<file path="src/rtl/uart_tx_frame_ctrl.sv">
`default_nettype none
// ============================================================================
// Module      : uart_tx_frame_ctrl
// Description : UART transmit framer/serializer. Accepts a parallel word on a
//               Data_Valid strobe and shifts out one frame, LSB first, one bit
//               per baud clock:
//                   start(0) -> DATA_WIDTH data bits -> [parity] -> stop(1)
//               The parity bit comes from the upstream parity calculator's
//               registered par_bit output. The line idles high.
// Ports       : clk        in  1           baud clock, rising edge
//               rst        in  1           asynchronous, active-low reset
//               P_DATA     in  DATA_WIDTH  payload word, sampled on accept
//               Data_Valid in  1           send request (ignored unless idle)
//               PAR_EN     in  1           insert parity bit, sampled on accept
//               par_bit    in  1           parity bit from parity calculator
//               TX_OUT     out 1           serial line, registered
//               busy       out 1           frame in progress, registered
// Revision    : 1.0 - initial release
// ============================================================================
module uart_tx_frame_ctrl #(
    parameter int DATA_WIDTH = 8
) (
    input  logic                  clk,
    input  logic                  rst,
    input  logic [DATA_WIDTH-1:0] P_DATA,
    input  logic                  Data_Valid,
    input  logic                  PAR_EN,
    input  logic                  par_bit,
    output logic                  TX_OUT,
    output logic                  busy
);

    localparam int CNT_W = (DATA_WIDTH > 1) ? $clog2(DATA_WIDTH) : 1;
    localparam logic [CNT_W-1:0] c_cnt_last = CNT_W'(DATA_WIDTH - 1);

    typedef enum logic [2:0] {
        S_IDLE   = 3'd0,
        S_START  = 3'd1,
        S_DATA   = 3'd2,
        S_PARITY = 3'd3,
        S_STOP   = 3'd4
    } state_t;

    state_t                  state_q;
    logic [DATA_WIDTH-1:0]   shift_q;
    logic [CNT_W-1:0]        cnt_q;
    logic                    par_en_q;

    // Single registered FSM: every output is assigned here, so nothing on the
    // input side can reach TX_OUT or busy combinationally. TX_OUT is always
    // loaded with the value the line must carry during the *next* clock.
    always_ff @(posedge clk or negedge rst) begin
        if (!rst) begin
            state_q  <= S_IDLE;
            shift_q  <= '0;
            cnt_q    <= '0;
            par_en_q <= 1'b0;
            TX_OUT   <= 1'b1;
            busy     <= 1'b0;
        end else begin
            case (state_q)
                S_IDLE: begin
                    TX_OUT <= 1'b1;
                    busy   <= 1'b0;
                    if (Data_Valid) begin
                        shift_q  <= P_DATA;
                        par_en_q <= PAR_EN;
                        TX_OUT   <= 1'b0;       // start bit
                        busy     <= 1'b1;
                        state_q  <= S_START;
                    end
                end

                S_START: begin
                    TX_OUT  <= shift_q[0];      // data bit 0
                    shift_q <= shift_q >> 1;
                    cnt_q   <= '0;
                    state_q <= S_DATA;
                end

                // cnt_q counts data bits already placed on the line minus one;
                // when it reaches the last index the final data bit has just
                // been shown and the trailer bit is loaded instead.
                S_DATA: begin
                    if (cnt_q == c_cnt_last) begin
                        if (par_en_q) begin
                            TX_OUT  <= par_bit;
                            state_q <= S_PARITY;
                        end else begin
                            TX_OUT  <= 1'b1;
                            state_q <= S_STOP;
                        end
                    end else begin
                        TX_OUT  <= shift_q[0];
                        shift_q <= shift_q >> 1;
                        cnt_q   <= cnt_q + 1'b1;
                    end
                end

                S_PARITY: begin
                    TX_OUT  <= 1'b1;            // stop bit
                    state_q <= S_STOP;
                end

                S_STOP: begin
                    TX_OUT  <= 1'b1;
                    busy    <= 1'b0;
                    state_q <= S_IDLE;
                end

                default: begin
                    TX_OUT  <= 1'b1;
                    busy    <= 1'b0;
                    state_q <= S_IDLE;
                end
            endcase
        end
    end

endmodule
`default_nettype wire

</file>
<file path="config.mk">
export PLATFORM = sky130hd
export DESIGN_NAME = uart_tx_frame_ctrl
export DESIGN_NICKNAME = d
export VERILOG_FILES = /design/src/rtl/uart_tx_frame_ctrl.sv
export SDC_FILE = /design/constraint.sdc
export NUM_CORES = 1
export LEC_CHECK = 0
export ABC_AREA = 1
export BUFFER_PORTS_ARGS = -buffer_cell sky130_fd_sc_hd__buf_2
export CAP_MARGIN = 20
export CORE_MARGIN = 5
export CORE_UTILIZATION = 57
export DETAILED_ROUTE_END_ITERATION = 6
export PLACE_DENSITY = 0.91
export SLEW_MARGIN = 30
export SYNTH_ARGS = -nofsm -noshare
export SYNTH_HDL_FRONTEND = slang
export SYNTH_SLANG_ARGS = --single-unit
</file>
<file path="constraint.sdc">
create_clock -name clk -period 3.4 [get_ports clk]
set_clock_uncertainty 0.2 [all_clocks]
set_input_delay 0 -clock clk [delete_from_list [all_inputs] [get_ports clk]]
set_output_delay 0 -clock clk [all_outputs]
set_load 0.05 [all_outputs]
</file>
======== Word-level counts from Yosys, hierarchy flattened ========
Cells that the tools add are included.
storage, ports and cells
  output and inout port bits .............. 2
  input port bits ......................... 13
  register bits ........................... 17
  word-level logic and storage cells ...... 37
operators by class
  equal/unequal tests ..................... 7
  $add $sub $neg .......................... 1
  reduce and logical (&&, ||, !) cells .... 8
  mux-type cells .......................... 15
operators by type and width
  operator                                        count
  case mux 8 bit (3 select lines)                 1
  2-to-1 mux 8 bit                                2
  2-to-1 mux 3 bit                                4
  case mux 3 bit (4 select lines)                 1
  == test 3 x 2 -> 1 bit (second input constant)  2
  inequality test 2 bit (second input constant)   3
  case mux 3 bit (2 select lines)                 1
  AND reduction 2 bit                             3
  2-to-1 mux 1 bit                                4
  adder 3 x 1 -> 3 bit (second input constant)    1
  == test 3 x 1 -> 1 bit (second input constant)  1
  == test 3 bit (second input constant)           1
  logical NOT 3 bit                               1
  case mux 1 bit (3 select lines)                 1
  AND reduction 3 bit                             1
  nonzero test 3 bit                              1
  OR reduction 3 bit                              1
  case mux 1 bit (2 select lines)                 1
  nonzero test 2 bit                              1

======== Depth between registers and ports, before layout ========
Gate-level depths: netlist (run 1).
  word-level depth ........................ 3
  depth in mapped cells ................... 7
  mapped depth without buffers ............ 7

======== Worst setup path after synthesis (run 1) ========
Ideal clock, no wire load.
  path type ............................... register -> register
  start point ............................. reg cnt_q[0]
  end point ............................... reg shift_q[0]
  arrival ................................. 1219 ps
  slack ................................... 1916 ps
  stages on the path, launching flop included .. 8
  library setup time ...................... 65 ps
  required time ........................... 3135 ps
  period minus slack after synthesis ...... 1484 ps
  buffers on the path ..................... 0
  cell sequence ........................... dfrtp_1 ha_1 ha_1 nand4_1 nand2_1 nor2_4 nand2_1 nand2_1
between the ends
  cells in the longest elaborated chain, start to end .. 3
ends and longest elaborated chain
  element                                 line  source
  start: declaration                      46    logic [CNT_W-1:0] cnt_q;
  start signal: assignment                96    cnt_q <= cnt_q + 1'b1;
  == test 3 bit                           85    if (cnt_q == c_cnt_last) begin
  inequality test 2 bit (no source line)  -
  AND reduction 3 bit (no source line)    -
  end signal: assignment                  76    shift_q <= shift_q >> 1;
  end signal: assignment                  95    shift_q <= shift_q >> 1;
  end: declaration                        45    logic [DATA_WIDTH-1:0] shift_q;
No other way between the ends.
A chain may end at the register's enable or synchronous reset.

======== Final worst setup path (run 1) ========
  start point ............................. reg state_q[2]
  end point ............................... reg par_en_q
between the ends
  cells in the longest elaborated chain, start to end .. 2
ends and longest elaborated chain
  element                               line  source
  start: declaration                    44    state_t state_q;
  start signal: assignment              54    state_q <= S_IDLE;
  start signal: assignment              70    state_q <= S_START;
  start signal: assignment              78    state_q <= S_DATA;
  logical NOT 3 bit                     61    case (state_q)
  AND reduction 2 bit (no source line)  -
  end signal: assignment                57    par_en_q <= 1'b0;
  end signal: assignment                67    par_en_q <= PAR_EN;
  end: declaration                      47    logic par_en_q;
No other way between the ends.

==> metrics.md, run 1 <==
| Metric | Value |
|---|---|
| Vias post-DR | `roughly 930` |
| CTS buffer count | `3` |
| Initial antenna violation count | `0` |
| Vias in the first global route | `844` |
| Number of library cell types mapped by synthesis | `15` |
| Final ANT Viol Nets | `0` |
| Slew HR | `about half` |
| Initial DRC Count | `between 40 and 50` |
| Synth top area share | `between 40% and 50%` |
| Reg2Reg Launch Point | `state_q[2]` |
| Avg Inst Size Synth | `between 7 and 8 um^2` |
| Peak Freq | `0.4008 GHz` |
| Unrepaired setup endpoints after global routing | `false` |
| Yosys Warn Count | `0` |
| P_leak | `between 0.6 and 0.7 nW` |
| Startpoint types | `flop` |
| Placed Cells | `approximately 150` |
| Worst r2r path cells | `8` |
| Global placement routability congestion | `0.8427` |
| H-tree levels | `1` |
| Hold slack | `~0.30 ns` |
| Tmin final | `2.495 ns` |
| Synthesized cell area | `roughly 880 um^2` |
| Drt drc | `0` |
| Slew @ Worst Pin | `between 0.7 and 0.8 ns` |
| Hpwl dp | `between 1 and 1.5 mm` |
| Global-route usage over all layers | `21.19%` |
| Largest net degree at the start of global routing | `17` |
| Die area | `around 2400 um^2` |
| Die Wd | `between 40 and 50 um` |
| WHS Endpoint | `shift_q[5]` |
| Initial Utilization | `about three fifths` |
| Max-Cap Viols | `0` |
| Most frequent cells in the layout | `52 x nand2_1, 16 x dfrtp_1, 16 x dlygate4sd3_1, 14 x buf_2` |
| Nets | `approximately 170` |
| Worst-path clk slew | `~0.10 ns` |
| Synthesized net count | `about 130` |
| Pwr Total | `between 0.001 and 0.0015 W` |
| Hold path cells | `2` |
| Vias per cell | `between 5 and 6` |
| CP required | `about 3.4 ns` |
| Chip height | `a little under 50 um` |
| Aggregate global routing overflow | `0` |
| Worst EP arrival | `about 2.5 ns` |
| Commonest non-fill, non-tap cell in the layout | `nand2_1` |
| Initial DRT Pass Iterations | `4` |
| Worst R2R Setup Slack | `about 0.91 ns` |
| Root buf cell | `clkbuf_4` |
| Setup bufs post-CTS | `0` |
| Worst hold start | `shift_q[5]` |
| Pwr dens | `approximately 950 nW/um^2` |
| Core area | `roughly 1500 um^2` |
| Worst-Skew Late Latency | `0.30 ns` |
| Critical path fanouts, max | `4` |
| Fin crit share | `around three quarters` |
| Setup_tns | `0 ns` |
| Fraction of layout cells with a size suffix above 1 | `between 10% and 20%` |
| Post-cts sizing count | `0` |
| Std-Cell Rows | `14` |
| Finished Layout Cells | `roughly 170` |
| Maximum VDD drop | `a little under 0.0006 V` |
| Cells after Synth | `116` |
| Top Ports | `15` |
| Pins Over Slew Limit | `0` |
| Count of input and output buffers | `14` |
| Global-route wire length before repair | `a little under 4 mm` |
| CP Class | `reg -> reg` |
| Routed length per instance | `between 10 and 15 um` |
| Setup crit end kind | `flop` |
| Diode count | `0` |
| Final hold vios | `0` |
| R2r endpoint | `par_en_q` |
| Pre-CTS setup slack | `~1.8 ns` |
| Top cells by area, synth | `dfrtp_1 46%, nand2_1 22%, nand3_1 5.1%` |
| FF+latch count, synth | `17` |
| Clock Tree Buf Depth | `2` |
| Final setup vio count | `0` |
| Area leader, netlist | `dfrtp_1` |
| Sequential share of the synthesized area | `between 40% and 50%` |
| Post-route setup slack | `between 0.9 and 1 ns` |
| Status | `complete, no violations` |
| Min-Delay Path Class | `reg -> reg` |
| Area grow syn2layout | `31.44%` |
| Clock tree sinks | `17` |
| Drt total wl | `~2.3 mm` |
| TritonCTS clock tree | `built` |
| CTS Hold Bufs | `16` |
==> area by class of cell <==
cell class | count | area [um^2]
repair buffers | 30 | 230.2
clock buffers | 4 | 26.28
inverters | 9 | 33.78
flip-flops and latches | 17 | 426.7
well taps | 16 | 20.02
fillers | 93 | 332.8
multi-input cells | 90 | 419.2
==> through the flow <==
stage	area [um^2]	util (%)
after floorplan	879.6	-
after global placement	969.7	65.13
after detailed placement	969.7	65.13
after CTS	1156	77.65
after global routing	1156	77.65
final	1156	77.65
==> worst max-delay path by stage <==
stage,startpoint,end,cells past startpoint
3_3_place_gp,cnt_q[0],shift_q[0],7
2_1_floorplan,cnt_q[0],shift_q[0],7
3_5_place_dp,cnt_q[0],shift_q[4],7
6_report,state_q[2],par_en_q,8
4_1_cts,state_q[2],par_en_q,8
5_1_grt,state_q[2],par_en_q,8
==> metal layers <==
layer / global-route usage (%) / vias to the layer above / part of all wire (%)
li1: - / 437 / -
met1: 27.61 / 421 / 40
met2: 32.83 / 62 / 49
met3: 5.199 / 6 / 9.4
met4: 9.417 / 0 / 1.6
met5: 0 / - / 0
==> synthesized netlist by cell type (all sizes together) <==
| master | instances |
|---|---|
| a21oi | 4 |
| dfrtp | 16 |
| dfstp | 1 |
| ha | 2 |
| inv | 9 |
| nand2 | 54 |
| nand3 | 11 |
| nand3b | 1 |
| nand4 | 1 |
| nor2 | 11 |
| o21ai | 6 |
==> sequential cells by signal (all words and copies together) (netlist names) <==
name / count
shift_q: 8
cnt_q: 3
state_q: 3
TX_OUT: 1
busy: 1
par_en_q: 1
==> power by group <==
| group | total (W) | leakage, nW | internal, W | switching, W |
|---|---|---|---|---|
| Combinational | 0.000616 | 0.428 | 0.000196 | 0.000420 |
| Sequential | 0.000374 | 0.211 | 0.000305 | 0.0000690 |
| Clock | 0.000113 | 0.0150 | 0.0000458 | 0.0000671 |
==> critical path, cell delays in order (launching register included) <==
cell           delay (ns)
dfrtp_1              0.42
inv_1                0.12
nand2_1              0.07
nor2_1               0.14
nand2_1              0.14
nor2_1               0.13
dlygate4sd3_1        0.57
a21oi_1              0.04
dlygate4sd3_1        0.55
==> cell families (layout without fill, tap and decap cells) <==
group           Yosys count  after routing  share of synthesized area, %
compound gates           10             10                         5.690
buf+inv                   9             43                         3.840
simple gates             78             78                         39.12
flops                    17             17                         48.51
fa+ha+maj                 2              2                         2.844
Note: power is estimated with default switching activity, not from simulation.
==> run 2, diff against run 1 <==
--- a/config.mk
+++ b/config.mk
@@ -9,9 +9,9 @@
 export BUFFER_PORTS_ARGS = -buffer_cell sky130_fd_sc_hd__buf_2
 export CAP_MARGIN = 20
 export CORE_MARGIN = 5
-export CORE_UTILIZATION = 57
+export CORE_UTILIZATION = 48
 export DETAILED_ROUTE_END_ITERATION = 6
-export PLACE_DENSITY = 0.91
+export PLACE_DENSITY = 0.83
 export SLEW_MARGIN = 30
 export SYNTH_ARGS = -nofsm -noshare
 export SYNTH_HDL_FRONTEND = slang
==> constraint.sdc (replaced) <==
create_clock -name clk -period 2.03 [get_ports clk]
set_clock_uncertainty 0.2 [all_clocks]
set_input_delay 0 -clock clk [delete_from_list [all_inputs] [get_ports clk]]
set_output_delay 0 -clock clk [all_outputs]
set_load 0.05 [all_outputs]
==> run 2 against run 1 <==
Clock-buffer cell count decreased by 1. Flip-flop and latch count did not move. Routed wire length shrank 15%. Design area up 0.22%. Register-to-register slack got worse by 0.71 ns. First-iteration DRC count fell by 40%. Critical path type unchanged. Combinational power grew 56%. Clock power increased by 57%. Final cell count rose by 4.8%.
==> metrics.md, run 2 (same netlist as run 1, synthesis figures left out) <==
| Metric | Value |
|---|---|
| Aggregate global routing overflow | `0` |
| Pwr dens | `roughly 1500 nW/um^2` |
| Setup bufs post-CTS | `0` |
| Initial DRC Count | `29` |
| Peak Freq | `between 0.5 and 0.6 GHz` |
| Vias in the first global route | `about 800` |
| P_leak | `about 0.65 nW` |
| Pins Over Slew Limit | `0` |
| Most frequent cells in the layout | `52 x nand2_1, 16 x dfrtp_1, 15 x dlygate4sd3_1, 14 x buf_2, 9 x nand3_1` |
| Initial antenna violation count | `0` |
| Top Ports | `15` |
| Root buf cell | `clkbuf_4` |
| Drt total wl | `around 2 mm` |
| CP Class | `reg -> reg` |
| Startpoint types | `flop` |
| Clock tree sinks | `17` |
| Slew HR | `between 50% and 60%` |
| Slew @ Worst Pin | `slightly above 0.7 ns` |
| Diode count | `0` |
| Vias per cell | `~4.9` |
| Status | `complete, no violations` |
| Worst EP arrival | `1.81 ns` |
| Fin crit share | `90.35%` |
| Worst hold start | `shift_q[1]` |
| Largest net degree at the start of global routing | `17` |
| Std-Cell Rows | `15` |
| Final setup vio count | `0` |
| Clock Tree Buf Depth | `2` |
| Tmin final | `~1.8 ns` |
| Drt drc | `0` |
| Setup_tns | `0 ns` |
| Hpwl dp | `1.325 mm` |
| Routed length per instance | `around 11 um` |
| Hold slack | `~0.29 ns` |
| Fraction of layout cells with a size suffix above 1 | `a little under a fifth` |
| Final core occ | `between 60% and 70%` |
| Die area | `about 2800 um^2` |
| Area grow syn2layout | `31.72%` |
| Nets | `between 150 and 200` |
| Final hold vios | `0` |
| Global-route usage over all layers | `17.76%` |
| Die Wd | `52.81 um` |
| Count of input and output buffers | `14` |
| Setup crit start | `state_q[1]` |
| Worst-path clk slew | `roughly 0.10 ns` |
| H-tree levels | `1` |
| Worst-Skew Late Latency | `between 0.2 and 0.3 ns` |
| Max FFs per register | `8` |
| Core area | `~1700 um^2` |
| Biggest register | `shift_q` |
| Global placement routability congestion | `between 0.8 and 0.9` |
| CP required | `2.00 ns` |
| Initial DRT Pass Iterations | `4` |
| Initial Utilization | `50.94%` |
| Unrepaired setup endpoints after global routing | `false` |
| CTS buffer count | `3` |
| Global-route wire length before repair | `roughly 3.6 mm` |
| Setup crit end kind | `flop` |
| Maximum VDD drop | `just under 0.0009 V` |
| Chip height | `between 50 and 60 um` |
| Min-Delay Path Class | `reg -> reg` |
| Biggest regs | `shift_q x8, cnt_q x3, state_q x3` |
| Reg2Reg Launch Point | `state_q[1]` |
| TritonCTS clock tree | `built` |
| Final ANT Viol Nets | `0` |
| Commonest non-fill, non-tap cell in the layout | `nand2_1` |
| Max-Cap Viols | `0` |
| Vias post-DR | `around 850` |
| Critical path fanouts, max | `6` |
[run 2: repair_timing]
| item | in CTS | in global routing |
|---|---|---|
| endpoints found under the setup margin | 0 | 1 |
| hold buffers | 15 | 0 |
| hold endpoints to repair | 30 | 0 |
| gates resized for setup | 0 | 1 |
[run 2: worst paths after layout]
| path | end | slack (ns) | cells after the start |
|---|---|---|---|
| setup / recovery | par_en_q | 0.20 | 7 |
| hold / removal | shift_q[1] | 0.29 | 2 |
| setup reg to reg | par_en_q | 0.20 | 7 |
| hold reg to reg | shift_q[1] | 0.29 | 2 |
| max in group asynchronous | par_en_q | 0.54 | 3 |
| min in group asynchronous | TX_OUT | 0.55 | 3 |
[run 2: power breakdown]
part	switching (W)	internal, W	leakage (nW)
clock network	0.000103	0.0000733	0.0177
logic	0.000650	0.000313	0.425
registers	0.000117	0.000511	0.211
[run 2: final cells by class]
cell class / instances / area, um^2
timing repair buffer: 29 / 220.2
sequential: 17 / 426.7
multi-input combinational: 90 / 419.2
inverter: 9 / 33.78
clock inverter: 1 / 5.005
fill: 136 / 568.0
clock buffer: 3 / 22.52
tap: 25 / 31.28
[run 2: stage by stage]
stage,setup slack (ns),cells,total power (W),area [um^2]
finish,0.1958,174,0.001768,1159
global route,0.02895,174,0.001958,1159
CTS,0.2085,174,0.001758,1159
detailed placement,0.4391,155,0.001549,980.9
global placement,0.4701,155,0.001508,980.9
floorplan,0.5465,116,0.001339,879.6
[run 2: layer usage]
| metal | share of wire [%] | GRT usage [%] | up-vias |
|---|---|---|---|
| met5 | 0 | 0 | - |
| met4 | 1.8 | 7.234 | 0 |
| met3 | 5.7 | 5.128 | 4 |
| met2 | 48 | 27.48 | 24 |
| met1 | 44 | 22.97 | 384 |
| li1 | - | - | 433 |
[run 2: critical path: stages, from the launching register on]
cell and delay (ns):
dfrtp_1 0.47, inv_1 0.08, nand2_1 0.05, nor2_1 0.13, nand2_1 0.10, nor2_1 0.09
dlygate4sd3_1 0.55, a21oi_1 0.04
